**src/rtl/snake_key_ctrl_if.sv**
```systemverilog
// snake_key_ctrl_if
//   Bundles the signals between the raw buttons / game core and the key
//   controller.
//   slave  : the key controller (takes keys and core pulses, drives events/state)
//   master : the game core / button side (drives keys and pulses, reads state)
interface snake_key_ctrl_if;
    logic       key_up;
    logic       key_down;
    logic       key_left;
    logic       key_right;
    logic       move_tick;
    logic       game_over;
    logic [3:0] key_press;
    logic       start;
    logic       running;
    logic [1:0] dir;

    modport slave (
        input  key_up, key_down, key_left, key_right, move_tick, game_over,
        output key_press, start, running, dir
    );

    modport master (
        output key_up, key_down, key_left, key_right, move_tick, game_over,
        input  key_press, start, running, dir
    );
endinterface

```
**src/rtl/snake_key_ctrl.sv**
```systemverilog
// snake_key_db
//   One button channel: 2-FF synchroniser, debounce counter, rising-edge
//   detect. rise is a decode of flops only, so it is glitch-free.
//   clk, rstn : clock, async active-low reset
//   key_raw   : raw asynchronous button level
//   rise      : high for one cycle when the debounced level goes 0 -> 1
module snake_key_db #(
    parameter int DEBOUNCE_CYCLES = 1_000_000,
    parameter int CNT_W           = 24
) (
    input  logic clk,
    input  logic rstn,
    input  logic key_raw,
    output logic rise
);
    logic             sync1_q, sync1_d;
    logic             sync2_q, sync2_d;
    logic             db_q, db_d;
    logic             db_dly_q, db_dly_d;
    logic [CNT_W-1:0] cnt_q, cnt_d;

    always_comb begin
        sync1_d  = key_raw;
        sync2_d  = sync1_q;
        db_dly_d = db_q;
        db_d     = db_q;
        cnt_d    = cnt_q;
        if (sync2_q == db_q) begin
            cnt_d = '0;
        end else if (cnt_q == CNT_W'(DEBOUNCE_CYCLES - 1)) begin
            // held different long enough: accept the new level
            db_d  = ~db_q;
            cnt_d = '0;
        end else begin
            cnt_d = cnt_q + 1'b1;
        end
    end

    always_ff @(posedge clk or negedge rstn) begin
        if (!rstn) begin
            sync1_q  <= 1'b0;
            sync2_q  <= 1'b0;
            db_q     <= 1'b0;
            db_dly_q <= 1'b0;
            cnt_q    <= '0;
        end else begin
            sync1_q  <= sync1_d;
            sync2_q  <= sync2_d;
            db_q     <= db_d;
            db_dly_q <= db_dly_d;
            cnt_q    <= cnt_d;
        end
    end

    assign rise = db_q & ~db_dly_q;
endmodule

// snake_key_ctrl
//   Conditions the four snake buttons into press events and keeps the
//   run/idle state plus the committed heading.
//   clk, rstn : clock, async active-low reset
//   bus       : slave side of snake_key_ctrl_if
//               in : key_up/down/left/right, move_tick, game_over
//               out: key_press {up,down,left,right}, start, running,
//                    dir (00 up, 01 down, 10 left, 11 right)
module snake_key_ctrl #(
    parameter int DEBOUNCE_CYCLES = 1_000_000,
    parameter int CNT_W           = 24
) (
    input  logic              clk,
    input  logic              rstn,
    snake_key_ctrl_if.slave   bus
);
    localparam int          NUM_KEYS = 4;
    localparam logic [0:0]  S_IDLE   = 1'b0;
    localparam logic [0:0]  S_RUN    = 1'b1;
    localparam logic [1:0]  DIR_UP   = 2'b00;
    localparam logic [1:0]  DIR_DOWN = 2'b01;
    localparam logic [1:0]  DIR_LEFT = 2'b10;
    localparam logic [1:0]  DIR_RIGHT= 2'b11;

    logic [NUM_KEYS-1:0] key_raw;
    logic [NUM_KEYS-1:0] rise;

    assign key_raw = {bus.key_up, bus.key_down, bus.key_left, bus.key_right};

    for (genvar i = 0; i < NUM_KEYS; i++) begin : g_key
        snake_key_db #(
            .DEBOUNCE_CYCLES (DEBOUNCE_CYCLES),
            .CNT_W           (CNT_W)
        ) u_db (
            .clk     (clk),
            .rstn    (rstn),
            .key_raw (key_raw[i]),
            .rise    (rise[i])
        );
    end

    logic [0:0]          state_q, state_d;
    logic [1:0]          dir_q, dir_d;
    logic [1:0]          pend_q, pend_d;
    logic                start_q, start_d;
    logic [NUM_KEYS-1:0] key_press_q, key_press_d;
    logic [1:0]          win;
    logic                any_evt;

    // fixed priority up > down > left > right
    always_comb begin
        any_evt = |rise;
        if (rise[3])      win = DIR_UP;
        else if (rise[2]) win = DIR_DOWN;
        else if (rise[1]) win = DIR_LEFT;
        else              win = DIR_RIGHT;
    end

    always_comb begin
        state_d     = state_q;
        dir_d       = dir_q;
        pend_d      = pend_q;
        start_d     = 1'b0;
        key_press_d = rise;
        case (state_q)
            S_IDLE: begin
                if (any_evt) begin
                    state_d = S_RUN;
                    start_d = 1'b1;
                    pend_d  = win;
                end
            end
            default: begin
                if (bus.game_over) begin
                    // game_over beats a coincident tick; park heading right
                    state_d = S_IDLE;
                    dir_d   = DIR_RIGHT;
                    pend_d  = DIR_RIGHT;
                end else begin
                    if (bus.move_tick) dir_d = pend_q;
                    // opposite heading differs only in bit 0; checked
                    // against committed dir so two quick turns cannot reverse
                    if (any_evt && (win != (dir_q ^ 2'b01))) pend_d = win;
                end
            end
        endcase
    end

    always_ff @(posedge clk or negedge rstn) begin
        if (!rstn) begin
            state_q     <= S_IDLE;
            dir_q       <= DIR_RIGHT;
            pend_q      <= DIR_RIGHT;
            start_q     <= 1'b0;
            key_press_q <= '0;
        end else begin
            state_q     <= state_d;
            dir_q       <= dir_d;
            pend_q      <= pend_d;
            start_q     <= start_d;
            key_press_q <= key_press_d;
        end
    end

    assign bus.key_press = key_press_q;
    assign bus.start     = start_q;
    assign bus.running   = (state_q == S_RUN);
    assign bus.dir       = dir_q;
endmodule

```
**src/flat_wrapper.sv**
```systemverilog
// flat-port wrapper written by rule: the top's interface ports become plain ports
module snake_key_ctrl_flat 
#(
    parameter int DEBOUNCE_CYCLES = 1_000_000,
    parameter int CNT_W           = 24
)
  (clk, rstn, bus_key_up, bus_key_down, bus_key_left, bus_key_right, bus_move_tick, bus_game_over, bus_key_press, bus_start, bus_running, bus_dir);
  snake_key_ctrl_if bus_i ();
  input  logic clk;
  input  logic rstn;
  input wire logic [$bits(bus_i.key_up)-1:0] bus_key_up;
  input wire logic [$bits(bus_i.key_down)-1:0] bus_key_down;
  input wire logic [$bits(bus_i.key_left)-1:0] bus_key_left;
  input wire logic [$bits(bus_i.key_right)-1:0] bus_key_right;
  input wire logic [$bits(bus_i.move_tick)-1:0] bus_move_tick;
  input wire logic [$bits(bus_i.game_over)-1:0] bus_game_over;
  output wire logic [$bits(bus_i.key_press)-1:0] bus_key_press;
  output wire logic [$bits(bus_i.start)-1:0] bus_start;
  output wire logic [$bits(bus_i.running)-1:0] bus_running;
  output wire logic [$bits(bus_i.dir)-1:0] bus_dir;
  assign bus_i.key_up = bus_key_up;
  assign bus_i.key_down = bus_key_down;
  assign bus_i.key_left = bus_key_left;
  assign bus_i.key_right = bus_key_right;
  assign bus_i.move_tick = bus_move_tick;
  assign bus_i.game_over = bus_game_over;
  assign bus_key_press = bus_i.key_press;
  assign bus_start = bus_i.start;
  assign bus_running = bus_i.running;
  assign bus_dir = bus_i.dir;
  snake_key_ctrl #(.DEBOUNCE_CYCLES(DEBOUNCE_CYCLES), .CNT_W(CNT_W)) u_core (.clk(clk), .rstn(rstn), .bus(bus_i));
endmodule
```
**config.mk**
```make
export PLATFORM = sky130hd
export DESIGN_NAME = snake_key_ctrl_flat
export DESIGN_NICKNAME = d
export VERILOG_FILES = /design/src/rtl/snake_key_ctrl_if.sv /design/src/rtl/snake_key_ctrl.sv /design/src/flat_wrapper.sv
export SDC_FILE = /design/constraint.sdc
export NUM_CORES = 1
export LEC_CHECK = 0
export ABC_AREA = 1
export CAP_MARGIN = 10
export CORE_MARGIN = 2
export CORE_UTILIZATION = 35
export DETAILED_ROUTE_END_ITERATION = 10
export PLACE_DENSITY = 0.47
export SYNTH_ARGS = -nofsm -noshare
export SYNTH_HDL_FRONTEND = slang
export SYNTH_SLANG_ARGS = --single-unit
```
**constraint.sdc**
```tcl
create_clock -name clk -period 2.1 [get_ports clk]
set_clock_uncertainty 0.2 [all_clocks]
set_input_delay 0.315 -clock clk [delete_from_list [all_inputs] [get_ports clk]]
set_output_delay 0.315 -clock clk [all_outputs]
set_load 0.005 [all_outputs]
```
==> qor.csv <==
stage;metric;value;unit
grt;pin count of the biggest net entering global routing;41;
setup_path;crit start category;flop;
clock_network;Worst-path clk slew;0.06;ns
layout;Sequential Area;3060;um^2
setup_path;CP cell instances;clkdlybuf4s50_1;
timing;fin crit period;1.99;ns
routing;DRC;0;
die;initial core utilization;0.358;
clock_network;postcts setup bufs;0;
setup_path;CP Capture Type;output pin;
grt;first-pass GRT wire length;27.6;mm
power;P_leak;3.24;nW
synthesis;Synth Cell Area;6740;um^2
placement;port buffer count;15;
synthesis;Primary FF master, synth;dfrtp_1;
status;status;completed;
synthesis;Mean Syn Cell Area;7.46;um^2
setup_path;CP required;1.58;ns
routing;Via density;4.53;
setup_path;slowest CP cell;dfstp_2;
layout;commonest non-fill, non-tap cell in the layout;nand2_1;
clock_network;CTS tree;built;
setup_path;R2R Path End;u_core.g_key[0].u_db.cnt_q[14]$_DFF_PN0_;
setup_path;worst setup path class;flop to output pin;
timing;Pins Over Slew Limit;0;
clock_network;CTS max path bufs;2;
synthesis;Seq/Total Area, Yosys;0.454;
die;Die H;143;um
die;site row count;50;
clock_network;Clock Latency Late Sink;0.42;ns
worst_hold_path;Hold Startpoint;bus_key_right;
routing;Post-Route WL;15.8;mm
grt;GRT Util Overall;0.174;
clock_network;TritonCTS buffer count;17;
setup_path;CP top delay family;flip-flops;
timing;final hold viol count;0;
setup_path;worst endpoint data arrival time;1.48;ns
power;Combinational Power Share;0.047;
setup_path;R2R cell count;6;
routing;remaining antenna violation count;0;
synthesis;Syn Inst Count;904;
synthesis;synth warn;0;
setup_path;RR Startpoint;u_core.g_key[0].u_db.cnt_q[0]$_DFF_PN0_;
die;Die ar.;20400;um^2
worst_hold_path;WHS Path Cells;1;
die;die width;143;um
layout;Multi-input gate area;3330;um^2
timing;Fmax;502;MHz
layout;share of post-route cells with drive strength above 1;0.106;
placement;placed cell area;7260;um^2
setup_path;WP buf/inv;1;
setup_path;instance count on the critical path;1;
grt;antenna violations before repair;0;
layout;FILL cells;1964;
power;Max rail drop VDD;0.000576;V
setup_path;Crit Path Max Fanout;3;
power;cell internal pwr;4.13;mW
synthesis;EDFF count, synth;0;
setup_path;CP max stage delay;0.56;ns
power;Clock power frac;0.487;
placement;dpl cells;1179;
grt;vias in the first global route;5576;
placement;gpl congestion;0.860;
timing;RSZ-0062 raised after global routing;no;
timing;Slew headroom;0.725;
timing;setup TNS;0;ns
routing;First DRT Iteration DRCs;273;
layout;post-route cell area;7780;um^2
clock_network;cts repair resizes;0;
routing;Routed WL per cell;13.1;um
layout;Final Util;0.413;
power;sw frac;0.227;
layout;area grow syn2layout;15.5;%
clock_network;Root Buffer;clkbuf_16;
synthesis;Post-Syn Nets;916;
routing;DRT Pass-1 Iters;4;
worst_hold_path;Min-Delay Endpoint;u_core.g_key[0].u_db.sync1_q$_DFF_PN0_;
synthesis;Distinct cells, synth;28;
layout;nets@finish;951;
power;Reg power frac;0.466;
power;Power Density;686;nW/um^2
layout;antenna cell count;0;
timing;Slew @ Worst Pin;0.413;ns
synthesis;post-synthesis async set-or-reset flop share;1.00;
die;CORE AREA;18800;um^2
die;Ports;16;
flow_run;MaxCap Viol Count;0;
layout;commonest cells after routing, fill and taps aside;nand2_1, nor2_1, dfrtp_1;
clock_network;hold-fix buffer count after cts;1;
setup_path;Reg2Reg Setup Slack;0.24;ns
timing;Finish-stage setup viols;0;
worst_hold_path;worst min-delay path category;input port to flop;
clock_network;clock sinks;122;
clock_network;htree depth;4;
placement;HPWL after detailed placement;11.9;mm
grt;Overflow after GRT;0;
layout;Finished Layout Cells;1212;
power;sw power;1.21;mW
synthesis;FF+latch count, synth;122;
timing;Tcrit/Tclk final;0.948;
routing;DR vias;5494;
area by class of cell:
type | instances | area share
multi-input combinational | 689 | 0.428
tap | 260 | 0.0418
clock inverter | 4 | 0.00257
inverter | 89 | 0.0429
clock buffer | 28 | 0.0638
sequential | 122 | 0.393
timing repair buffer | 20 | 0.0278
routing by layer:
metal	vias up	GRT usage	part of all wire	wire, um
met5	-	0	0	0
met2	80	0.273	0.45	7070
met3	17	0.0366	0.037	587
met4	0	0.0537	0.014	221
met1	2496	0.241	0.50	7960
li1	2901	-	-	-
cell families after synthesis:
family | count (synthesis) | share of synthesized area
flops | 122 | 0.454
buf+inv | 93 | 0.0518
compound gates | 19 | 0.0182
simple gates | 616 | 0.404
xor+xnor | 50 | 0.0650
fa+ha+maj | 4 | 0.00742
cell usage after synthesis, types with 2 or more instances:
library cell | n | share of area
nand2_1 | 237 | 0.13
nor2_1 | 215 | 0.12
dfrtp_1 | 118 | 0.44
inv_1 | 80 | 0.045
nand3_1 | 69 | 0.051
xor2_1 | 34 | 0.044
nand2_2 | 17 | 0.016
nand4_1 | 16 | 0.015
xnor2_1 | 16 | 0.021
nor2_2 | 14 | 0.013
nor3_1 | 14 | 0.010
inv_2 | 9 | 0.0050
nor3_2 | 7 | 0.010
nand3_2 | 6 | 0.0089
nor2_4 | 6 | 0.010
o21ai_0 | 6 | 0.0045
nor3b_1 | 5 | 0.0056
or2_1 | 5 | 0.0046
a21oi_1 | 4 | 0.0030
dfstp_2 | 4 | 0.016
ha_1 | 4 | 0.0074
o21ai_2 | 4 | 0.0052
buf_1 | 3 | 0.0017
o21bai_1 | 3 | 0.0033
or2_2 | 3 | 0.0028
nor3_4 | 2 | 0.0048
o211ai_1 | 2 | 0.0022
worst max-delay path by stage:
stage / start / to / slack [ns]
after global placement: u_core.g_key[0].u_db.cnt_q[0]$_DFF_PN0_ / u_core.g_key[0].u_db.cnt_q[14]$_DFF_PN0_ / 0.27
final: u_core.bus.dir[1]$_DFFE_PN1P_ / bus_dir[1] / 0.11
after floorplan: u_core.g_key[2].u_db.cnt_q[0]$_DFF_PN0_ / u_core.g_key[2].u_db.cnt_q[14]$_DFF_PN0_ / 0.44
after global routing: u_core.g_key[0].u_db.cnt_q[0]$_DFF_PN0_ / u_core.g_key[0].u_db.cnt_q[14]$_DFF_PN0_ / 0.01
after detailed placement: u_core.g_key[0].u_db.cnt_q[0]$_DFF_PN0_ / u_core.g_key[0].u_db.cnt_q[14]$_DFF_PN0_ / 0.23
after CTS: u_core.bus.dir[0]$_DFFE_PN1P_ / bus_dir[0] / 0.08
flip-flops by register name, summed over array words and instances (netlist names):
| signal | cells |
|---|---|
| u_core.bus.key_press | 4 |
| u_core.g_key.u_db.cnt_q | 96 |
| u_core.g_key.u_db.db_dly_q | 4 |
| u_core.g_key.u_db.db_dly_d | 4 |
| u_core.bus.dir | 2 |
| u_core.g_key.u_db.sync2_q | 4 |
| u_core.g_key.u_db.sync1_q | 4 |
| u_core.pend_q | 2 |
| u_core.bus.start | 1 |
| u_core.bus.running | 1 |
stage by stage:
stage	hold slack, ns	total power, mW	setup WS (ns)
after detailed placement	0.0641	2.79	0.234
after global placement	0.0681	2.79	0.268
after floorplan	-0.181	2.63	0.439
final	0.137	5.34	0.110
after CTS	0.117	5.44	0.0803
after global routing	0.128	5.58	0.0129
power groups by stage:
stage               Combinational, mW  Sequential (mW)  Clock, mW
floorplan                       0.123             2.51          0
global placement                0.264             2.53          0
detailed placement              0.259             2.53          0
CTS                             0.263             2.49       2.69
global route                    0.297             2.50       2.79
finish                          0.253             2.49       2.60
Power figures use the tool's default switching activity.
